--- src/rtl/tdm_pkg.sv ---
// tdm_pkg: slot constants and link-state enumeration shared by the TDM mux/demux pair.
package tdm_pkg;
    localparam logic [1:0] SLOT_A = 2'd0;
    localparam logic [1:0] SLOT_B = 2'd1;
    localparam logic [1:0] SLOT_C = 2'd2;
    localparam logic [1:0] SLOT_D = 2'd3;
    localparam int NUM_SLOTS = 4;
    typedef enum logic {HUNT, LOCKED} state_t;
endpackage

--- src/rtl/tdm_slot_ctr.sv ---
// tdm_slot_ctr: 2-bit wrapping slot counter with clear, load-to-1 and advance.
module tdm_slot_ctr (
    input  logic       clk,
    input  logic       rst,
    input  logic       clr_i,
    input  logic       load1_i,
    input  logic       adv_i,
    output logic [1:0] sel_o
);
    logic [1:0] sel_q, sel_d;
    assign sel_d = clr_i ? 2'd0 : load1_i ? 2'd1 : adv_i ? sel_q + 2'd1 : sel_q;
    always_ff @(posedge clk) begin
        if (rst) sel_q <= 2'd0;
        else sel_q <= sel_d;
    end
    assign sel_o = sel_q;
endmodule

--- src/rtl/tdm_demux_4.sv ---
// tdm_demux_4: 4-slot TDM demultiplexer, frame-aligned on sync, presents a..d per frame.
// Define TDM_DEMUX_SYNC_CHK_EN to check sync in LOCKED and add the sync_err output.
module tdm_demux_4
    import tdm_pkg::*;
#(
    parameter int DATA_W = 1
) (
    input  logic              clk,
    input  logic              rst,
    input  logic              din_valid,
    input  logic [DATA_W-1:0] din,
    input  logic              sync,
    output logic [DATA_W-1:0] a,
    output logic [DATA_W-1:0] b,
    output logic [DATA_W-1:0] c,
    output logic [DATA_W-1:0] d,
    output logic              frame_valid,
    output logic [1:0]        sel,
`ifdef TDM_DEMUX_SYNC_CHK_EN
    output logic              sync_err,
`endif
    output logic              locked
);
    state_t state_q, state_d;
    logic [DATA_W-1:0] shadow_q [NUM_SLOTS-1];
    logic [DATA_W-1:0] a_q, b_q, c_q, d_q;
    logic fv_q, hunt_hit, lk, norm, load1, clr, fin, wr_en;
    logic [1:0] wr_idx;
    assign hunt_hit = state_q == HUNT && din_valid && sync;
    assign lk = state_q == LOCKED && din_valid;
`ifdef TDM_DEMUX_SYNC_CHK_EN
    logic resync, drop, sync_err_q;
    assign resync = lk && sync && sel != SLOT_A;
    assign drop = lk && !sync && sel == SLOT_A;
    assign norm = lk && !resync && !drop;
    assign load1 = hunt_hit || resync;
    assign clr = drop;
    assign sync_err = sync_err_q;
`else
    assign norm = lk;
    assign load1 = hunt_hit;
    assign clr = 1'b0;
`endif
    assign fin = norm && sel == SLOT_D;
    // A (re)sync sample always lands in slot A; otherwise the current slot is filled.
    assign wr_en = load1 || (norm && sel != SLOT_D);
    assign wr_idx = load1 ? SLOT_A : sel;
    assign state_d = load1 ? LOCKED : clr ? HUNT : state_q;
    tdm_slot_ctr u_ctr (
        .clk    (clk),
        .rst    (rst),
        .clr_i  (clr),
        .load1_i(load1),
        .adv_i  (norm),
        .sel_o  (sel)
    );
    always_ff @(posedge clk) begin
        if (rst) begin
            state_q <= HUNT;
            shadow_q <= '{default: '0};
            a_q <= '0;
            b_q <= '0;
            c_q <= '0;
            d_q <= '0;
            fv_q <= 1'b0;
`ifdef TDM_DEMUX_SYNC_CHK_EN
            sync_err_q <= 1'b0;
`endif
        end else begin
            state_q <= state_d;
            fv_q <= fin;
            if (wr_en) shadow_q[wr_idx] <= din;
            if (fin) begin
                a_q <= shadow_q[SLOT_A];
                b_q <= shadow_q[SLOT_B];
                c_q <= shadow_q[SLOT_C];
                d_q <= din;
            end
`ifdef TDM_DEMUX_SYNC_CHK_EN
            sync_err_q <= resync || drop;
`endif
        end
    end
    assign a = a_q;
    assign b = b_q;
    assign c = c_q;
    assign d = d_q;
    assign frame_valid = fv_q;
    assign locked = state_q == LOCKED;
endmodule

--- config.mk ---
export PLATFORM = sky130hd
export DESIGN_NAME = tdm_demux_4
export DESIGN_NICKNAME = d
export VERILOG_FILES = /design/src/rtl/tdm_pkg.sv /design/src/rtl/tdm_slot_ctr.sv /design/src/rtl/tdm_demux_4.sv
export SDC_FILE = /design/constraint.sdc
export NUM_CORES = 1
export LEC_CHECK = 0
export CAP_MARGIN = 15
export CORE_AREA = 4 4 41 43
export CTS_BUF_LIST = sky130_fd_sc_hd__clkbuf_4
export DETAILED_ROUTE_END_ITERATION = 10
export DIE_AREA = 0 0 45 47
export GPL_ROUTABILITY_DRIVEN = 1
export GPL_TIMING_DRIVEN = 0
export PLACE_DENSITY_LB_ADDON = 0.2
export SLEW_MARGIN = 20
export SYNTH_ARGS = -nofsm -noshare
export SYNTH_HDL_FRONTEND = slang
export SYNTH_SLANG_ARGS = --single-unit
--- constraint.sdc ---
create_clock -name clk -period 1.3 [get_ports clk]
set_clock_uncertainty 0.2 [all_clocks]
set_input_delay 0.13 -clock clk [delete_from_list [all_inputs] [get_ports clk]]
set_output_delay 0.13 -clock clk [all_outputs]
set_load 0.05 [all_outputs]
==> impl.org <==
** CTS
- CTS sink cnt :: 11
- TritonCTS built the clock tree.
- Root Buffer Master :: sky130_fd_sc_hd__clkbuf_4
- Clock input transition at the sequential cells of the worst setup and hold paths :: 70 ps
- CTS built an H-tree with a depth of 1.
- Buffers inserted to repair hold after CTS numbered 0.
- At the later pin of the worst-skew pair, clock insertion delay measures 270 ps.
- The clock passes through at most 2 buffers.
- In this run, CTS created clock tree buffers numbering 3.

** Setup path
- Critical Path Source Type :: flop
- The worst setup path is of the flop to flop kind.
- Worst Path Required :: 1260 ps
- The signal on the critical path passes through ha_4 > nor4b_4 > o21ai_2 > mux2i_1.
- Crit path largest cell delay :: 360 ps
- Worst Path Arrival :: 1260 ps
- On the critical path, the stage with the largest delay is an instance of sky130_fd_sc_hd__dfxtp_4.
- Critical Path Sink Type :: flop
- Biggest fanout along the worst timing path :: 4

** Finish
- Fill cells in the final layout number 137.
- Across the whole layout, storage elements account for 231 um^2.
- Compared with the post-synthesis result, the final layout area differs by 49.3%.
- In the final layout, the multi-input gates occupy 282 um^2.
- Proportion of layout cells with a drive suffix above 1 :: 0.381
- Antenna diode count :: 0
- Post-layout instance area :: 682 um^2
- In the final design database the tool counted 70 nets.

** Drt
- In the final routed layout, each cell accounts on average for 12.4 um.
- Drt via density :: 4.90
- For this run, design rule violations remaining after detail routing come to 0.
- Detailed routing inserted a total of 382 vias.
- In this run, the number of DRC markers left after iteration 0 of detailed routing was 3.
- The count of nets left with antenna violations once routing finished came out at 0.
- The routed design has 966 um of wire.
- For this run, the detailed router's first-pass iteration total came to 2.

** Power and ir drop
- Pwr dens :: 1040 nW/um^2
- Post-layout total power :: 711 uW
- Maximum vdd drop :: 0.570 mV
- Static leakage power :: 0.315 nW

** STA
- Setup Total Neg Slack :: -3.28 ps
- The number of slew-limit violations in the final report was 0.
- Worst-Margin Slew :: 412 ps
- Unrepaired setup endpoints after global routing :: true
- Fin Hold WS :: 144 ps
- Max Clock Freq :: 0.767 GHz
- In the post-route analysis, the smallest setup slack over all paths is -3.28 ps.
- The total count of hold-check failures in the final report was 0.
- Min Tclk post-route :: 1300 ps
- Final period utilization :: 1.00
- Count of endpoints failing setup in the final report :: 1
- The worst pin sits at a relative slew slack of 0.725.

** Global routing
- The via count of the first global-routing pass is 370.
- For this run, the total global-route usage over all layers was measured as 0.107.
- Global-route wire length before repair :: 1.53 mm
- Initial antenna violation count :: 0
- Pin count of the biggest net entering global routing :: 11
- Summed over all layers, the global routing overflow is 0.

** Place
- Routability-driven placement finished with a final weighted congestion of 0.680.
- Worst Setup Slack post-DPL :: -253 ps
- Post-DP HPWL :: 612 um
- Placed instance area :: 623 um^2
- Count of buffers from port buffering :: 12

** Synth
- Synthesized area divided by synthesized cell count :: 10.1 um^2
- Post-synthesis instance area :: 457 um^2
- Share of Yosys cell area claimed by the top area cell type :: 0.482
- Counting flops and latches in the post-synthesis netlist gives 11.
- Synth warnings :: 0
- Post-synth cell types :: 18
- Area leader, netlist :: sky130_fd_sc_hd__dfxtp_1
- When the netlist entered floorplanning its net count stood at 51.
- Synthesis handed over a netlist of 45 instances.
- Post-synthesis sequential area ratio :: 0.482
- Leading post-synthesis cells by cell area :: sky130_fd_sc_hd__dfxtp_1 (48%), sky130_fd_sc_hd__mux2i_1 (15%), sky130_fd_sc_hd__nand2b_1 (6.8%)

** Flow run
- Max-cap violations in this run came to 0.

** Floorplan
- In this run the core area contains 13 standard-cell rows.
- Ports :: 13
- Measured along the y axis, the die boundary spans 47 um.
- The die is 45 um wide.
- Core area :: 1300 um^2
- Effective utilization at floorplan :: 0.351
- The floorplan step defined a die boundary enclosing 2120 um^2.

** Outcome
- The final reports fail on setup timing.
- The run finished, with violations left.

** Hold path
- In this run the worst hold path is classified as input pin to flop.
[placed cells by master (no fill, tap or decap)]
| cell type | instances |
|---|---|
| sky130_fd_sc_hd__clkdlybuf4s50_1 | 3 |
| sky130_fd_sc_hd__nor3_4 | 1 |
| sky130_fd_sc_hd__dfxtp_1 | 8 |
| sky130_fd_sc_hd__a32oi_1 | 1 |
| sky130_fd_sc_hd__nor4b_4 | 1 |
| sky130_fd_sc_hd__ha_4 | 1 |
| sky130_fd_sc_hd__dfxtp_4 | 3 |
| sky130_fd_sc_hd__clkbuf_1 | 1 |
| sky130_fd_sc_hd__mux2i_1 | 7 |
| sky130_fd_sc_hd__nor2_1 | 8 |
| sky130_fd_sc_hd__and3b_1 | 1 |
| sky130_fd_sc_hd__o21ai_2 | 1 |
| sky130_fd_sc_hd__o21ai_0 | 1 |
| sky130_fd_sc_hd__dlymetal6s2s_1 | 1 |
| sky130_fd_sc_hd__nand3_4 | 2 |
| sky130_fd_sc_hd__nand4_1 | 1 |
| sky130_fd_sc_hd__buf_2 | 8 |
| sky130_fd_sc_hd__clkbuf_4 | 4 |
| sky130_fd_sc_hd__a21oi_1 | 1 |
| sky130_fd_sc_hd__nand2b_1 | 5 |
| sky130_fd_sc_hd__buf_6 | 3 |
| sky130_fd_sc_hd__and2b_1 | 1 |
[flip-flops by register name, summed over array words and instances, names as in the netlist]
register / cells
c: 1
a: 1
shadow_q: 3
frame_valid: 1
locked: 1
b: 1
d: 1
u_ctr.sel_o: 2
[worst max-delay path, delay by kind of cell (launching register included)]
kind | cells | cell delay [ps]
compound gates | 1 | 80
fa+ha+maj | 1 | 190
flops | 1 | 360
mux | 1 | 130
simple gates | 1 | 230
[stage by stage]
stage,utilization,instances
global route,0.524,78
floorplan,-,45
finish,0.524,78
detailed placement,0.479,72
CTS,0.488,78
global placement,0.479,72
[cell usage after synthesis]
cell                       instances
sky130_fd_sc_hd__nor3_1            1
sky130_fd_sc_hd__buf_4             1
sky130_fd_sc_hd__nor2_1            8
sky130_fd_sc_hd__and3b_1           1
sky130_fd_sc_hd__nor4b_2           1
sky130_fd_sc_hd__nand4_1           1
sky130_fd_sc_hd__nand3_1           1
sky130_fd_sc_hd__o21ai_0           1
sky130_fd_sc_hd__dfxtp_1          11
sky130_fd_sc_hd__a32oi_1           1
sky130_fd_sc_hd__and2b_1           1
sky130_fd_sc_hd__clkbuf_1          1
sky130_fd_sc_hd__nand3_2           1
sky130_fd_sc_hd__nand2b_1          5
sky130_fd_sc_hd__a21oi_1           1
sky130_fd_sc_hd__ha_1              1
sky130_fd_sc_hd__mux2i_1           7
sky130_fd_sc_hd__o21ai_1           1
[cell type report]
cell class | instances | share of cell area
timing repair buffer | 14 | 0.154
buffer | 2 | 0.0220
multi-input combinational | 32 | 0.413
tap | 15 | 0.0275
clock buffer | 4 | 0.0440
sequential | 11 | 0.339
[power by group]
part	leakage (nW)	switching (mW)	total, mW	internal (mW)
combinational	0.206	0.0565	0.102	0.0455
clock	0.0184	0.120	0.260	0.140
sequential	0.0913	0.00668	0.349	0.342
[routing by layer]
metal	GRT usage	wire length [um]	up-vias
met2	0.155	477	13
met4	0.0877	25	0
met1	0.120	398	173
li1	-	-	193
met3	0.0498	66	3
met5	0	0	-
[kinds of logic after synthesis]
family / synth area share
compound gates: 0.0520
fa+ha+maj: 0.0274
buf+inv: 0.0247
flops: 0.482
mux: 0.153
simple gates: 0.260
[final timing paths]
kind,slack (ps),from,depth (start not counted),endpoint
worst min-delay path,140,din_valid,3,shadow_q[2]
worst min register to register,280,shadow_q[1],2,shadow_q[1]
worst max-delay path,-3,u_ctr.sel_o[1],4,shadow_q[2]
worst max register to register,-3,u_ctr.sel_o[1],4,shadow_q[2]
[timing repair]
action                     in CTS  in global routing
buffers inserted                2                  0
setup endpoints to repair      10                  6
pin swaps                       3                  4
resized for setup              38                 12
cloned                          0                  0
Power figures use the tool's default switching activity.
